**src/rtl/mem_access_unit_if.sv**
```systemverilog
// Byte-wide RAM port between the MEM-stage access engine and the memory arbiter.
interface mem_access_unit_if;
    logic        mem_req_out;
    logic        mem_we_out;
    logic [17:0] mem_addr_out;
    logic [7:0]  mem_dout_out;
    logic        mem_grant_in;
    logic [7:0]  mem_din_in;

    modport master (
        output mem_req_out,
        output mem_we_out,
        output mem_addr_out,
        output mem_dout_out,
        input  mem_grant_in,
        input  mem_din_in
    );

    modport slave (
        input  mem_req_out,
        input  mem_we_out,
        input  mem_addr_out,
        input  mem_dout_out,
        output mem_grant_in,
        output mem_din_in
    );
endinterface

```
**src/rtl/mem_access_unit.sv**
```systemverilog
// MEM stage: byte-serial loads/stores over the 8-bit RAM port,
// stalling the pipeline for the whole access.
module mem_access_unit (
    input  logic        clk_in,
    input  logic        rst_in,
    input  logic        rdy_in,
    input  logic [5:0]  instIdx_in,
    input  logic [17:0] memAddr_in,
    input  logic [31:0] valStore_in,
    input  logic        rdE_in,
    input  logic [4:0]  rdIdx_in,
    input  logic [31:0] rdData_in,
    mem_access_unit_if.master mem,
    output logic        stallReq_out,
    output logic        rdE_out,
    output logic [4:0]  rdIdx_out,
    output logic [31:0] rdData_out
);

    localparam logic [5:0] ID_LB  = 6'd11;
    localparam logic [5:0] ID_LH  = 6'd12;
    localparam logic [5:0] ID_LW  = 6'd13;
    localparam logic [5:0] ID_LBU = 6'd14;
    localparam logic [5:0] ID_LHU = 6'd15;
    localparam logic [5:0] ID_SB  = 6'd16;
    localparam logic [5:0] ID_SH  = 6'd17;
    localparam logic [5:0] ID_SW  = 6'd18;
    localparam logic [4:0] REG_NOP = 5'd0;

    typedef enum logic [1:0] {
        S_IDLE,
        S_ACCESS,
        S_WAIT,
        S_DONE
    } state_t;

    state_t state, state_nx;

    logic        mem_op, op_st, op_sgn;
    logic [1:0]  op_last;

    logic [17:0] addr_q;
    logic [31:0] store_q;
    logic [4:0]  rd_idx_q;
    logic        st_q, sgn_q;
    logic [1:0]  last_q;
    logic [1:0]  cnt;
    logic        cap_pend;
    logic [1:0]  cap_idx;
    logic [31:0] data_q;
    logic [31:0] ld_data;
    logic        grant_ok;

    always_comb begin
        mem_op  = 1'b0;
        op_st   = 1'b0;
        op_sgn  = 1'b0;
        op_last = 2'd0;
        unique case (instIdx_in)
            ID_LB:  begin mem_op = 1'b1; op_sgn = 1'b1; op_last = 2'd0; end
            ID_LH:  begin mem_op = 1'b1; op_sgn = 1'b1; op_last = 2'd1; end
            ID_LW:  begin mem_op = 1'b1; op_last = 2'd3; end
            ID_LBU: begin mem_op = 1'b1; op_last = 2'd0; end
            ID_LHU: begin mem_op = 1'b1; op_last = 2'd1; end
            ID_SB:  begin mem_op = 1'b1; op_st = 1'b1; op_last = 2'd0; end
            ID_SH:  begin mem_op = 1'b1; op_st = 1'b1; op_last = 2'd1; end
            ID_SW:  begin mem_op = 1'b1; op_st = 1'b1; op_last = 2'd3; end
            default: ;
        endcase
    end

    assign grant_ok = (state == S_ACCESS) && mem.mem_grant_in;

    always_ff @(posedge clk_in or negedge rst_in) begin
        if (!rst_in)
            state <= S_IDLE;
        else if (rdy_in)
            state <= state_nx;
    end

    always_comb begin
        state_nx = state;
        unique case (state)
            S_IDLE:   if (mem_op) state_nx = S_ACCESS;
            S_ACCESS: if (grant_ok && cnt == last_q)
                          state_nx = st_q ? S_DONE : S_WAIT;
            S_WAIT:   state_nx = S_DONE;
            S_DONE:   state_nx = S_IDLE;
            default:  state_nx = S_IDLE;
        endcase
    end

    // Read bytes arrive one cycle after their grant, so the capture
    // slot trails the request counter by one cycle.
    always_ff @(posedge clk_in or negedge rst_in) begin
        if (!rst_in) begin
            addr_q   <= '0;
            store_q  <= '0;
            rd_idx_q <= REG_NOP;
            st_q     <= 1'b0;
            sgn_q    <= 1'b0;
            last_q   <= 2'd0;
            cnt      <= 2'd0;
            cap_pend <= 1'b0;
            cap_idx  <= 2'd0;
            data_q   <= '0;
        end else if (rdy_in) begin
            cap_pend <= grant_ok && !st_q;
            cap_idx  <= cnt;
            if (cap_pend)
                data_q[{cap_idx, 3'b000} +: 8] <= mem.mem_din_in;
            if (state == S_IDLE && mem_op) begin
                addr_q   <= memAddr_in;
                store_q  <= valStore_in;
                rd_idx_q <= rdIdx_in;
                st_q     <= op_st;
                sgn_q    <= op_sgn;
                last_q   <= op_last;
                cnt      <= 2'd0;
                data_q   <= '0;
            end else if (grant_ok) begin
                cnt <= cnt + 2'd1;
            end
        end
    end

    always_comb begin
        unique case (last_q)
            2'd0:    ld_data = {{24{sgn_q & data_q[7]}}, data_q[7:0]};
            2'd1:    ld_data = {{16{sgn_q & data_q[15]}}, data_q[15:0]};
            default: ld_data = data_q;
        endcase
    end

    logic        req, we;
    logic [17:0] addr;
    logic [7:0]  dout;

    // Outputs are forced to idle values while reset is held, even
    // though IDLE would otherwise pass EX results through.
    always_comb begin
        req          = 1'b0;
        we           = 1'b0;
        addr         = '0;
        dout         = '0;
        stallReq_out = 1'b0;
        rdE_out      = 1'b0;
        rdIdx_out    = REG_NOP;
        rdData_out   = '0;
        if (rst_in) begin
            unique case (state)
                S_IDLE: begin
                    if (mem_op) begin
                        stallReq_out = 1'b1;
                    end else begin
                        rdE_out    = rdE_in;
                        rdIdx_out  = rdIdx_in;
                        rdData_out = rdData_in;
                    end
                end
                S_ACCESS: begin
                    req          = 1'b1;
                    we           = st_q;
                    addr         = addr_q + {16'd0, cnt};
                    dout         = store_q[{cnt, 3'b000} +: 8];
                    stallReq_out = 1'b1;
                end
                S_WAIT: stallReq_out = 1'b1;
                S_DONE: begin
                    if (!st_q) begin
                        rdE_out    = 1'b1;
                        rdIdx_out  = rd_idx_q;
                        rdData_out = ld_data;
                    end
                end
                default: ;
            endcase
        end
    end

    assign mem.mem_req_out  = req;
    assign mem.mem_we_out   = we;
    assign mem.mem_addr_out = addr;
    assign mem.mem_dout_out = dout;

endmodule

```
**src/flat_wrapper.sv**
```systemverilog
// flat-port wrapper written by rule: the top's interface ports become plain ports
module mem_access_unit_flat 
  (clk_in, rst_in, rdy_in, instIdx_in, memAddr_in, valStore_in, rdE_in, rdIdx_in, rdData_in, stallReq_out, rdE_out, rdIdx_out, rdData_out, mem_mem_req_out, mem_mem_we_out, mem_mem_addr_out, mem_mem_dout_out, mem_mem_grant_in, mem_mem_din_in);
  mem_access_unit_if mem_i ();
  input  logic clk_in;
  input  logic rst_in;
  input  logic rdy_in;
  input  logic [5:0] instIdx_in;
  input  logic [17:0] memAddr_in;
  input  logic [31:0] valStore_in;
  input  logic rdE_in;
  input  logic [4:0] rdIdx_in;
  input  logic [31:0] rdData_in;
  output logic stallReq_out;
  output logic rdE_out;
  output logic [4:0] rdIdx_out;
  output logic [31:0] rdData_out;
  output wire logic [$bits(mem_i.mem_req_out)-1:0] mem_mem_req_out;
  output wire logic [$bits(mem_i.mem_we_out)-1:0] mem_mem_we_out;
  output wire logic [$bits(mem_i.mem_addr_out)-1:0] mem_mem_addr_out;
  output wire logic [$bits(mem_i.mem_dout_out)-1:0] mem_mem_dout_out;
  input wire logic [$bits(mem_i.mem_grant_in)-1:0] mem_mem_grant_in;
  input wire logic [$bits(mem_i.mem_din_in)-1:0] mem_mem_din_in;
  assign mem_mem_req_out = mem_i.mem_req_out;
  assign mem_mem_we_out = mem_i.mem_we_out;
  assign mem_mem_addr_out = mem_i.mem_addr_out;
  assign mem_mem_dout_out = mem_i.mem_dout_out;
  assign mem_i.mem_grant_in = mem_mem_grant_in;
  assign mem_i.mem_din_in = mem_mem_din_in;
  mem_access_unit u_core (.clk_in(clk_in), .rst_in(rst_in), .rdy_in(rdy_in), .instIdx_in(instIdx_in), .memAddr_in(memAddr_in), .valStore_in(valStore_in), .rdE_in(rdE_in), .rdIdx_in(rdIdx_in), .rdData_in(rdData_in), .mem(mem_i), .stallReq_out(stallReq_out), .rdE_out(rdE_out), .rdIdx_out(rdIdx_out), .rdData_out(rdData_out));
endmodule
```
**config.mk**
```make
export PLATFORM = sky130hd
export DESIGN_NAME = mem_access_unit_flat
export DESIGN_NICKNAME = d
export VERILOG_FILES = /design/src/rtl/mem_access_unit_if.sv /design/src/rtl/mem_access_unit.sv /design/src/flat_wrapper.sv
export SDC_FILE = /design/constraint.sdc
export NUM_CORES = 1
export LEC_CHECK = 0
export ABC_AREA = 1
export BUFFER_PORTS_ARGS = -buffer_cell sky130_fd_sc_hd__buf_4
export CAP_MARGIN = 20
export CORE_MARGIN = 2
export CORE_UTILIZATION = 35
export DETAILED_ROUTE_END_ITERATION = 8
export HOLD_SLACK_MARGIN = 0.1
export PLACE_DENSITY = 0.59
export SLEW_MARGIN = 20
export SYNTH_ARGS = -nofsm -noshare
export SYNTH_HDL_FRONTEND = slang
export SYNTH_SLANG_ARGS = --single-unit
```
**constraint.sdc**
```tcl
create_clock -name clk_in -period 3.3 [get_ports clk_in]
set_clock_uncertainty 0.1 [all_clocks]
set_input_delay 0.33 -clock clk_in [delete_from_list [all_inputs] [get_ports clk_in]]
set_output_delay 0.33 -clock clk_in [all_outputs]
set_load 0.005 [all_outputs]
```
Yosys cells after proc, flatten, opt, wreduce, memory -nomap -nowiden
Index checks and enable logic that the tools add are counted.
Widths: inputs -> output; s select.

word-level totals
  input port bits = 106
  logic and storage cells = 90
  register bits = 98
  output and inout bits = 67

operators by class
  $add $sub $neg = 3
  muxes and demuxes = 37
  equality and inequality tests = 15
  bitwise gates (word level) = 2
  reductions and logical operators = 19
  shifts and indexed selects = 3

operators with widths
  cell                    number
  $mux 32                 5
  $pmux 32 s2             2
  $mux 18                 2
  $bwmux 32               1
  $shift 8x7->32 const A  1
  $shiftx 32x6->8         1
  $shiftx 8x7->32         1
  $eq 6x4->1 const B      5
  $add 18x2->18           1
  $eq 6x5->1 const B      3
  $mux 8                  2
  $mux 5                  3
  $mux 1                  13
  $pmux 5 s2              1
  $mux 2                  4
  $pmux 2 s4              1
  $reduce_or 8->1         1
  $neg 5->7               1
  $reduce_and 2->1        3
  $reduce_or 2->1         3
  $reduce_or 3->1         2
  $eq 2x1->1 const B      2
  $eq 2x2->1 const B      2
  $logic_and 1x1->1       4
  other kinds (11)        15

Depth between registers and ports, before layout
Gate-level depths: netlist of run 1.

  depth in word-level cells = 6
  gate-level depth with buffers = 12
  depth with buffers taken out = 12

Least setup slack after synthesis of run 1
OpenSTA, ideal clock, no wires.

  path type = reg-to-output
  start = register u_core.cnt[0]
  end = output port mem_mem_addr_out[14]
  arrival = 1676 ps
  path slack = 1194 ps
  stages on the path, launching flop included = 12
  data required time = 2870 ps
  path through = dfrtp_1 ha_1 fa_1 nand2_1 inv_1 nand3_1 nor2_1 nand2_1 nor2_1 nand2_1 o21ai_0 nor2_1

on the way
  cells in the longest elaborated chain, start to end = 3

ends and longest elaborated chain
  what                    RTL line                source
  start, declared         mem_access_unit.sv:47   logic [1:0] cnt;
  start signal, assigned  mem_access_unit.sv:122  cnt <= cnt + 2'd1;
  $add 18x2->18           mem_access_unit.sv:164  addr = addr_q + {16'd0, cnt};
  $mux 18                 mem_access_unit.sv:151  unique case (state)
  $mux 18                 mem_access_unit.sv:150  if (rst_in) begin
  end, declared           flat_wrapper.sv:20      output wire logic [$bits(mem_i.mem_addr_out)-1:0] mem_mem_addr_out;

No other way between the ends.

Worst setup path in the final report of run 1
  start = input port rst_in
  end = output port mem_mem_addr_out[3]

on the way
  cells in the longest elaborated chain, start to end = 1

ends and longest elaborated chain
  what             RTL line                source
  start, declared  flat_wrapper.sv:6       input logic rst_in;
  $mux 18          mem_access_unit.sv:150

No other way between the ends.

==> results of run 1 <==
==> state kept, by name, summed over array words and instances (netlist names), 2 cells and up <==
signal and cells:
u_core.last_q 2, u_core.store_q 32, u_core.rd_idx_q 5, u_core.data_q 32
u_core.addr_q 18, u_core.cap_idx 2, u_core.state 2, u_core.cnt 2
==> cells by family after synthesis <==
kind of cell,after synthesis,synth area share
AO/OA/AOI/OAI,171,0.149
flip-flops,98,0.420
XOR/XNOR,2,0.00300
adder cells (fa/ha/maj),11,0.0249
AND/OR/NAND/NOR,474,0.321
buffers and inverters,112,0.0817
==> worst min-delay path by stage <==
stage                     from            endpoint  slack (ns)
2_1_floorplan           rst_in    u_core.addr_q[0]       -0.07
3_3_place_gp            rst_in    u_core.last_q[1]        0.16
3_5_place_dp            rst_in     u_core.cap_pend        0.16
4_1_cts         memAddr_in[15]   u_core.addr_q[15]        0.10
5_1_grt         memAddr_in[15]   u_core.addr_q[15]        0.12
6_report       valStore_in[14]  u_core.store_q[14]        0.11
==> critical path, stage by stage <==
cell and delay (ns):
dlygate4sd3_1 0.55, buf_4 0.34, nand2_1 0.37, inv_1 0.48, o21ai_0 0.16, a21oi_1 0.16, buf_4 0.13
==> placed cells by master (no fill, tap or decap), types with 2 or more instances in the layout <==
cell | Yosys | routed
nor2_1 | 57 | 57
inv_1 | 67 | 67
clkbuf_16 | 0 | 9
nand2_1 | 365 | 365
buf_12 | 0 | 2
ha_1 | 10 | 10
inv_2 | 3 | 3
a31oi_1 | 2 | 2
buf_4 | 4 | 180
nand3_2 | 2 | 2
nand3_1 | 32 | 32
dlygate4sd3_1 | 0 | 54
nand2_2 | 9 | 9
clkinv_1 | 4 | 4
o21ai_0 | 82 | 82
nor3_1 | 6 | 6
a21oi_1 | 84 | 84
dfrtp_1 | 98 | 98
==> per-stage QoR <==
step                instance area (µm²)  worst slack [ns]  hold WS [ns]  utilization  power [W]
global route                       8120            0.0495         0.120        0.493    0.00571
global placement                   7300             0.752         0.162        0.444    0.00416
detailed placement                 7300             0.776         0.162        0.444    0.00418
floorplan                          5840              1.19       -0.0656            -    0.00334
finish                             8120             0.340         0.114        0.493    0.00524
CTS                                8120             0.285         0.104        0.493    0.00529
==> per-layer routing <==
| metal | part of all wire | up-vias | global-route usage |
|---|---|---|---|
| met5 | 0 | - | 0 |
| met4 | 0.026 | 0 | 0.0786 |
| met3 | 0.042 | 33 | 0.0274 |
| met2 | 0.44 | 171 | 0.311 |
| met1 | 0.49 | 2742 | 0.283 |
| li1 | - | 3154 | - |
==> power by group <==
part / internal, W / total [W] / switching (W)
Combinational: 0.000899 / 0.00231 / 0.00141
Clock: 0.000575 / 0.00102 / 0.000447
Sequential: 0.00163 / 0.00191 / 0.000275
Total: 0.00311 / 0.00524 / 0.00213
==> final cells by class <==
cell class / instances / area, µm² / share of cell area
clock buffer: 10 / 229 / 0.0282
clock inverter: 3 / 43.8 / 0.00539
inverter: 74 / 278 / 0.0342
multi-input combinational: 658 / 2910 / 0.358
sequential: 98 / 2450 / 0.302
tap: 220 / 275 / 0.0339
timing repair buffer: 236 / 1930 / 0.238
==> repair_timing <==
action / 4_1_cts / 5_1_grt
gates resized for setup: 0 / 0
hold buffers: 54 / 0
endpoints found under the hold margin: 76 / 0
==> qor.txt, run 1 <==
Post-DRT Antenna Nets -> 0
FF-to-FF path depth -> 8
Clock tree sinks -> 98
Die ar. -> 0.0177 mm²
Layout cells sized above 1 -> 0.196
Async SR Flop Fraction -> 1.00
Seq cells post-synth -> 98
Vias per inst -> 4.70
RSZ-0062 raised after global routing -> false
Placer Congestion -> 0.873
Max-Cap Viols -> 0
Row count -> 47
Vias in the first global route -> 5754
Most common cell in the netlist -> nand2_1
Largest net degree at the start of global routing -> 70
N_diodes -> 0
Cell Area, Synth -> 0.00584 mm²
Hold Crit Depth -> 3
Ranking of synthesized cells by area -> dfrtp_1 42%, nand2_1 23%, a21oi_1 7.2%
Synth top cells by count -> 365 x nand2_1, 98 x dfrtp_1, 84 x a21oi_1
Via count -> 6100
Slew margin rel. -> 0.517
Core area -> 0.0165 mm²
Reg2reg end -> u_core.data_q[1]
# DRC -> 0
Initial antenna violation count -> 0
Netlist cell types -> 28
Final Critical Period -> 2.96 ns
Grt total ovfl -> 0
Clk buf depth -> 2
Mapped Cells -> 868
Total CTS buffers -> 9
Min-delay worst type -> input pin to flop
Maximum clock frequency -> 0.338 GHz
Tcrit/Tclk final -> 0.897
Worst setup path startpoint -> rst_in
Critical path endpoint category -> output port
Clock Tree Root -> clkbuf_16
H-tree depth -> 3
Worst endpoint required time -> 2.87 ns
Post-synth EDFFs -> 0
CTS tree -> yes
IO Port Bufs -> 172
DRT iter0 DRCs -> 382
CP Launch Type -> input pin
# fillers -> 1670
DPL Wire Length -> 12100 µm
Peak supply drop -> 294 µV
Final setup viols -> 0
R2r setup slk -> 0.95 ns
Yosys warning total -> 0
Io pins -> 173
Tightest Pin Transition -> 0.725 ns
Buffer count from post-CTS setup fixing -> 0
Initial core utilization -> 0.354
Critical setup path kind -> input pin to output port
GRT Overall Usage -> 0.200
Biggest area consumer among synthesized cells -> dfrtp_1
Syn Nets -> 985
Leak pwr -> 4.19 nW
Syn Area/Cell -> 6.72 µm²
Status -> completed
First-pass GRT wire length -> 28400 µm
Final cell count without fillers -> 1299
Total Routed Length -> 17500 µm
Synth Flop Type -> dfrtp_1
Clock transition at the registers of the reported paths -> 0.07 ns
Initial DRT Pass Iterations -> 5
Worst-path maximum fanout -> 26
# nets final -> 1194
Worst reg2reg path startpoint -> u_core.cap_idx[0]
Placed insts -> 1232
Final hold vios -> 0
Register area share after synthesis -> 0.420
Area Growth Syn to Fin -> 39.1%
Die height -> 133 µm
Slew Limit Fails -> 0
Pwr dens -> 645 mW/mm²
DIE WIDTH -> 133 µm
Worst setup path end -> mem_mem_addr_out[3]
Clk_lat worst skew -> 0.35 ns
Setup Total Neg Slack -> 0 ns
WL/cell -> 13.5 µm
Yosys top cell area share -> 0.420
WP data arrival -> 2.53 ns
Note: power is estimated with default switching activity, not from simulation.
==> inputs of run 2 (changes only) <==
--- a/config.mk
+++ b/config.mk
@@ -12,7 +12,7 @@
 export CORE_UTILIZATION = 35
 export DETAILED_ROUTE_END_ITERATION = 8
 export HOLD_SLACK_MARGIN = 0.1
-export PLACE_DENSITY = 0.59
+export PLACE_DENSITY = 0.61
 export SLEW_MARGIN = 20
 export SYNTH_ARGS = -nofsm -noshare
 export SYNTH_HDL_FRONTEND = slang
==> constraint.sdc (replaced) <==
create_clock -name clk_in -period 2.4 [get_ports clk_in]
set_clock_uncertainty 0.1 [all_clocks]
set_input_delay 0.24 -clock clk_in [delete_from_list [all_inputs] [get_ports clk_in]]
set_output_delay 0.24 -clock clk_in [all_outputs]
set_load 0.005 [all_outputs]
==> qor.txt, run 2 (synthesis gave the netlist of run 1 again) <==
Status -> complete, but fails checks
Failing checks -> negative setup slack
Initial core utilization -> 0.354 (unchanged)
Peak supply drop -> 474 µV (+61%)
Final core occ -> 0.520 (+0.0267)
Total CTS buffers -> 9 (unchanged)
Core area -> 0.0165 mm² (unchanged)
Vias per inst -> 4.64 (-1.3%)
WP data arrival -> 2.10 ns (-0.43 ns)
Clock Tree Root -> clkbuf_16
Biggest registers after layout -> u_core.data_q (32), u_core.store_q (32), u_core.addr_q (18)
Clk_lat worst skew -> 0.35 ns (about the same)
H-tree depth -> 3 (unchanged)
Post-DRT Antenna Nets -> 0 (unchanged)
Row count -> 47 (unchanged)
Worst-path cell chain -> ha_4 > fa_2 > nand2_2 > inv_2 > nand3_4 > nor2_4 > buf_4 > buf_4 > a31oi_2 > nor2_2 > buf_4
Tcrit/Tclk final -> 1.02
Buf/Inv on CP -> 4 (unchanged)
Pwr dens -> 900 mW/mm² (+39%)
First-pass GRT wire length -> 28200 µm (-0.61%)
Final Critical Period -> 2.44 ns
Die height -> 133 µm (unchanged)
Crit path max-delay family -> adder cells
Finished Cell Area -> 0.00856 mm² (+5.4%)
Maximum clock frequency -> 0.410 GHz
Io pins -> 173 (unchanged)
Vias in the first global route -> 5637 (-2.0%)
Tightest Pin Transition -> 0.701 ns (-0.0237 ns)
RSZ-0062 raised after global routing -> true
CP Launch Type -> flop
Die ar. -> 0.0177 mm² (unchanged)
Critical path endpoint category -> output port
Clock transition at the registers of the reported paths -> 0.08 ns (about the same)
Largest net degree at the start of global routing -> 89 (+27%)
Min-delay src -> instIdx_in[5]
DRT iter0 DRCs -> 404 (+5.8%)
GRT Overall Usage -> 0.196 (-0.00344)
# nets final -> 1221 (+2.3%)
Max-Cap Viols -> 0 (unchanged)
Worst setup path startpoint -> u_core.cnt[0]
# fillers -> 1644 (-1.6%)
Total Routed Length -> 17700 µm (+1.2%)
Crit-path slowest cell -> dfrtp_1
Via count -> 6160 (+0.98%)
Worst-path maximum fanout -> 2 (-92%)
Critical Path Most Common Cell -> buf_4
Placer Congestion -> 0.869 (-0.41%)
N_diodes -> 0 (unchanged)
Layout cells sized above 1 -> 0.243 (+0.0479)
DPL Wire Length -> 11900 µm (-1.7%)
Clk buf depth -> 2 (unchanged)
WL/cell -> 13.3 µm (-1.1%)
Worst stage delay on the critical path -> 0.41 ns (-0.14 ns)
Worst reg2reg path startpoint -> u_core.state[1]
Min-delay worst type -> input pin to flop
Final hold vios -> 0 (unchanged)
Most common cell after layout, fill and taps aside -> nand2_1
Slew Limit Fails -> 0 (unchanged)
IO Port Bufs -> 172 (unchanged)
Most frequent cells in the layout -> 359 x nand2_1, 197 x buf_4, 97 x dfrtp_1
Setup Total Neg Slack -> -0.135 ns (-0.135 ns)
Critical setup path kind -> flop to output port
DIE WIDTH -> 133 µm (unchanged)
Area of placed instances -> 0.00738 mm² (+1.0%)
Final setup viols -> 5 (+5)
Pre-CTS setup slack -> 0.0565 ns (-0.720 ns)
CTS tree -> yes
Initial DRT Pass Iterations -> 6 (+1)
Worst endpoint required time -> 2.06 ns (-0.81 ns)
Leak pwr -> 4.35 nW (+3.7%)
Worst setup margin -> -0.0365 ns (-0.376 ns)
Clock tree sinks -> 98 (unchanged)
Slew margin rel. -> 0.533 (+0.0158)
Grt total ovfl -> 0 (unchanged)
Initial antenna violation count -> 0 (unchanged)
Area Growth Syn to Fin -> 46.6%
# DRC -> 0 (unchanged)
[run 2: layer usage]
layer  GRT usage  vias up  part of all wire
li1            -     3221                 -
met1       0.290     2787              0.50
met2       0.305      141              0.45
met3      0.0213       11             0.039
met4      0.0597        0             0.011
met5           0        -                 0
[run 2: worst paths after layout]
check / end / slack, ns / depth (start not counted)
worst min-delay path: u_core.st_q / 0.15 / 4
max in group asynchronous: u_core.store_q[23] / 1.15 / 3
min in group asynchronous: u_core.cap_pend / 0.53 / 3
worst max register to register: u_core.data_q[6] / 0.49 / 8
worst min register to register: u_core.data_q[21] / 0.37 / 2
worst max-delay path: mem_mem_addr_out[8] / -0.04 / 11
[run 2: power breakdown]
part | internal (W) | switching (W)
Clock | 0.000843 | 0.000712
Combinational | 0.00143 | 0.00208
Sequential | 0.00224 | 0.000385
Total | 0.00452 | 0.00318
[run 2: final cells by class]
class / count / area, µm² / area share
Clock buffer: 9 / 225 / 0.0263
Clock inverter: 7 / 90.1 / 0.0105
Sequential cell: 98 / 2450 / 0.287
Timing Repair Buffer: 262 / 2170 / 0.253
Multi-Input combinational cell: 658 / 3060 / 0.358
Tap cell: 220 / 275 / 0.0322
Timing Repair inverter: 1 / 5.00 / 0.000585
Inverter: 74 / 283 / 0.0330
[run 2: through the flow]
step / hold WS [ns] / std cells / power (W)
floorplan: -0.156 / 868 / 0.00459
global placement: 0.303 / 1242 / 0.00576
detailed placement: 0.300 / 1242 / 0.00580
CTS: 0.133 / 1321 / 0.00756
global route: 0.185 / 1329 / 0.00835
finish: 0.150 / 1329 / 0.00770
[run 2: tightest hold or removal path: cells and delay by family]
kind	cells	cell delay [ns]
AO/OA/AOI/OAI	1	0.09
buffers and inverters	1	0.09
AND/OR/NAND/NOR	2	0.15
[run 2: what timing repair did]
item / in CTS / in global routing
hold buffers: 57 / 0
gates cloned: 1 / 1
gates resized for setup: 22 / 33
pin swaps: 7 / 10
setup endpoints to repair: 29 / 47
hold endpoints to repair: 155 / 0
buffers inserted: 5 / 7
==> inputs of run 3 (changes only) <==
--- a/config.mk
+++ b/config.mk
@@ -8,6 +8,7 @@
 export ABC_AREA = 1
 export BUFFER_PORTS_ARGS = -buffer_cell sky130_fd_sc_hd__buf_4
 export CAP_MARGIN = 20
+export CORE_ASPECT_RATIO = 0.9
 export CORE_MARGIN = 2
 export CORE_UTILIZATION = 35
 export DETAILED_ROUTE_END_ITERATION = 8
==> qor.txt, run 3 (synthesis gave the netlist of run 1 again) <==
Status -> complete, but fails checks
Failing checks -> design-rule violations, negative setup slack
Clk buf depth -> 2 (unchanged)
Grt total ovfl -> 0 (unchanged)
Area Growth Syn to Fin -> 45.6%
Die height -> 127 µm (-5.0%)
Placer Congestion -> 0.934 (+7.4%)
Row count -> 44 (-6.4%)
Io pins -> 173 (unchanged)
IO Port Bufs -> 172 (unchanged)
Worst setup margin -> -0.0235 ns (+0.0130 ns)
# nets final -> 1222 (+0.082%)
Hold Crit Depth -> 4 (unchanged)
FF-to-FF path depth -> 9 (+1)
Biggest registers after layout -> u_core.data_q (32), u_core.store_q (32), u_core.addr_q (18)
WP data arrival -> 2.08 ns (-0.02 ns)
WL/cell -> 13.5 µm (+1.1%)
Initial core utilization -> 0.359 (+0.00492)
# DRC -> 9 (+9)
Final core occ -> 0.523 (+0.00335)
Pwr dens -> 896 mW/mm² (-0.38%)
Total CTS buffers -> 9 (unchanged)
Most common cell after layout, fill and taps aside -> nand2_1
Post-DRT Antenna Nets -> 0 (unchanged)
First-pass GRT wire length -> 29000 µm (+2.7%)
Via count -> 6139 (-0.34%)
Min-delay src -> instIdx_in[5]
# fillers -> 1614 (-1.8%)
Worst stage delay on the critical path -> 0.39 ns (-0.02 ns)
Hold endpoint -> u_core.st_q
H-tree depth -> 3 (unchanged)
Worst reg2reg path startpoint -> u_core.cap_idx[1]
Max-Cap Viols -> 0 (unchanged)
Slew margin rel. -> 0.401 (-0.131)
Worst-path cell chain -> ha_4 > fa_2 > nand2_2 > inv_2 > nand3_4 > nor2_4 > nand2_2 > nor2_4 > nand2_2 > o21ai_1 > nor2_1 > buf_4
Most frequent cells in the layout -> 357 x nand2_1, 199 x buf_4, 96 x dfrtp_1
Total Routed Length -> 17700 µm (+0.20%)
Initial DRT Pass Iterations -> 7 (+1)
DPL Wire Length -> 12200 µm (+1.9%)
Leak pwr -> 4.32 nW (-0.53%)
Clock transition at the registers of the reported paths -> 0.07 ns (about the same)
CTS tree -> yes
Min-delay worst type -> input pin to flop
Maximum clock frequency -> 0.413 GHz (+0.53%)
RSZ-0062 raised after global routing -> true
Crit path max-delay family -> simple AND/OR/NAND/NOR gates
DIE WIDTH -> 140 µm (+5.2%)
Reg2reg end -> u_core.data_q[1]
Critical setup path kind -> flop to output port
Final Critical Period -> 2.42 ns (-0.0130 ns)
Final hold vios -> 0 (unchanged)
Clock Tree Root -> clkbuf_16
Tcrit/Tclk final -> 1.01 (-0.00540)
Slew Limit Fails -> 0 (unchanged)
Die ar. -> 0.0177 mm² (about the same)
Critical path endpoint category -> output port
GRT Overall Usage -> 0.200 (+0.00329)
Initial antenna violation count -> 0 (unchanged)
Vias in the first global route -> 5755 (+2.1%)
Clk_lat worst skew -> 0.35 ns (about the same)
Layout cells sized above 1 -> 0.245 (+0.00158)
Final setup viols -> 2 (-3)
Peak supply drop -> 449 µV (-5.2%)
Worst-path maximum fanout -> 6 (+4)
CP Launch Type -> flop
N_diodes -> 0 (unchanged)
R2r setup slk -> 0.49 ns (about the same)
DRT iter0 DRCs -> 408 (+0.99%)
Worst endpoint required time -> 2.06 ns (about the same)
Crit-path slowest cell -> dfrtp_1
Core area -> 0.0162 mm² (-1.4%)
Clock tree sinks -> 98 (unchanged)
Largest net degree at the start of global routing -> 89 (unchanged)
Setup Total Neg Slack -> -0.0395 ns (+0.0955 ns)
Vias per inst -> 4.66 (+0.57%)
Buf/Inv on CP -> 2 (-2)
Tightest Pin Transition -> 0.895 ns (+0.194 ns)
Critical Path Most Common Cell -> nand2_2
[run 3: report_power, final]
group,internal [W],switching (W),total (W)
Clock,0.000734,0.000727,0.00146
Sequential,0.00224,0.000358,0.00260
Combinational,0.00145,0.00210,0.00355
[run 3: stage by stage]
stage | std cells | hold WS (ns) | area (µm²) | power [W] | worst slack, ns
global route | 1317 | 0.200 | 8500 | 0.00827 | -0.156
CTS | 1308 | 0.137 | 8300 | 0.00743 | -0.0344
finish | 1317 | 0.150 | 8500 | 0.00762 | -0.0235
floorplan | 868 | -0.156 | 5840 | 0.00459 | 0.384
detailed placement | 1231 | 0.0488 | 7370 | 0.00581 | 0.0254
global placement | 1231 | 0.0522 | 7370 | 0.00577 | 0.108
[run 3: how the worst max path moves through the flow]
stage | from | end | slack (ns) | depth (start not counted)
after detailed placement | u_core.cnt[0] | mem_mem_addr_out[14] | 0.03 | 12
after global routing | u_core.cnt[0] | mem_mem_addr_out[16] | -0.16 | 11
after floorplan | u_core.cnt[0] | mem_mem_addr_out[14] | 0.38 | 11
final | u_core.cnt[0] | mem_mem_addr_out[14] | -0.02 | 12
after global placement | u_core.cnt[0] | mem_mem_addr_out[14] | 0.11 | 12
after CTS | u_core.addr_q[0] | mem_mem_addr_out[10] | -0.03 | 13
[run 3: area by class of cell]
| type | count | area, µm² | area share |
|---|---|---|---|
| Sequential cell | 98 | 2450 | 0.289 |
| Clock inverter | 7 | 66.3 | 0.00781 |
| Timing Repair inverter | 1 | 5.00 | 0.000589 |
| Timing Repair Buffer | 263 | 2150 | 0.253 |
| Multi-Input combinational cell | 658 | 3050 | 0.359 |
| Inverter | 74 | 282 | 0.0331 |
| Clock buffer | 9 | 225 | 0.0265 |
| Tap cell | 207 | 259 | 0.0305 |
[run 3: timing repair]
item                                   in CTS  in global routing
pin swaps                                   4                 11
endpoints found under the hold margin      98                  0
cloned                                      0                  2
gates resized for setup                    16                 37
buffers inserted                            3                  8
hold buffers                               58                  0
setup endpoints to repair                  18                 52
[run 3: tightest hold or removal path: cells and delay by family]
kind / cells / cell delay, ns
AND/OR/NAND/NOR: 2 / 0.15
buffers and inverters: 1 / 0.09
AO/OA/AOI/OAI: 1 / 0.08
[run 3: routing by layer]
layer | vias to the layer above | GRT usage | share of wire
met5 | - | 0 | 0
met4 | 0 | 0.0511 | 0.013
met3 | 13 | 0.0317 | 0.039
met2 | 143 | 0.299 | 0.44
met1 | 2758 | 0.302 | 0.51
li1 | 3225 | - | -
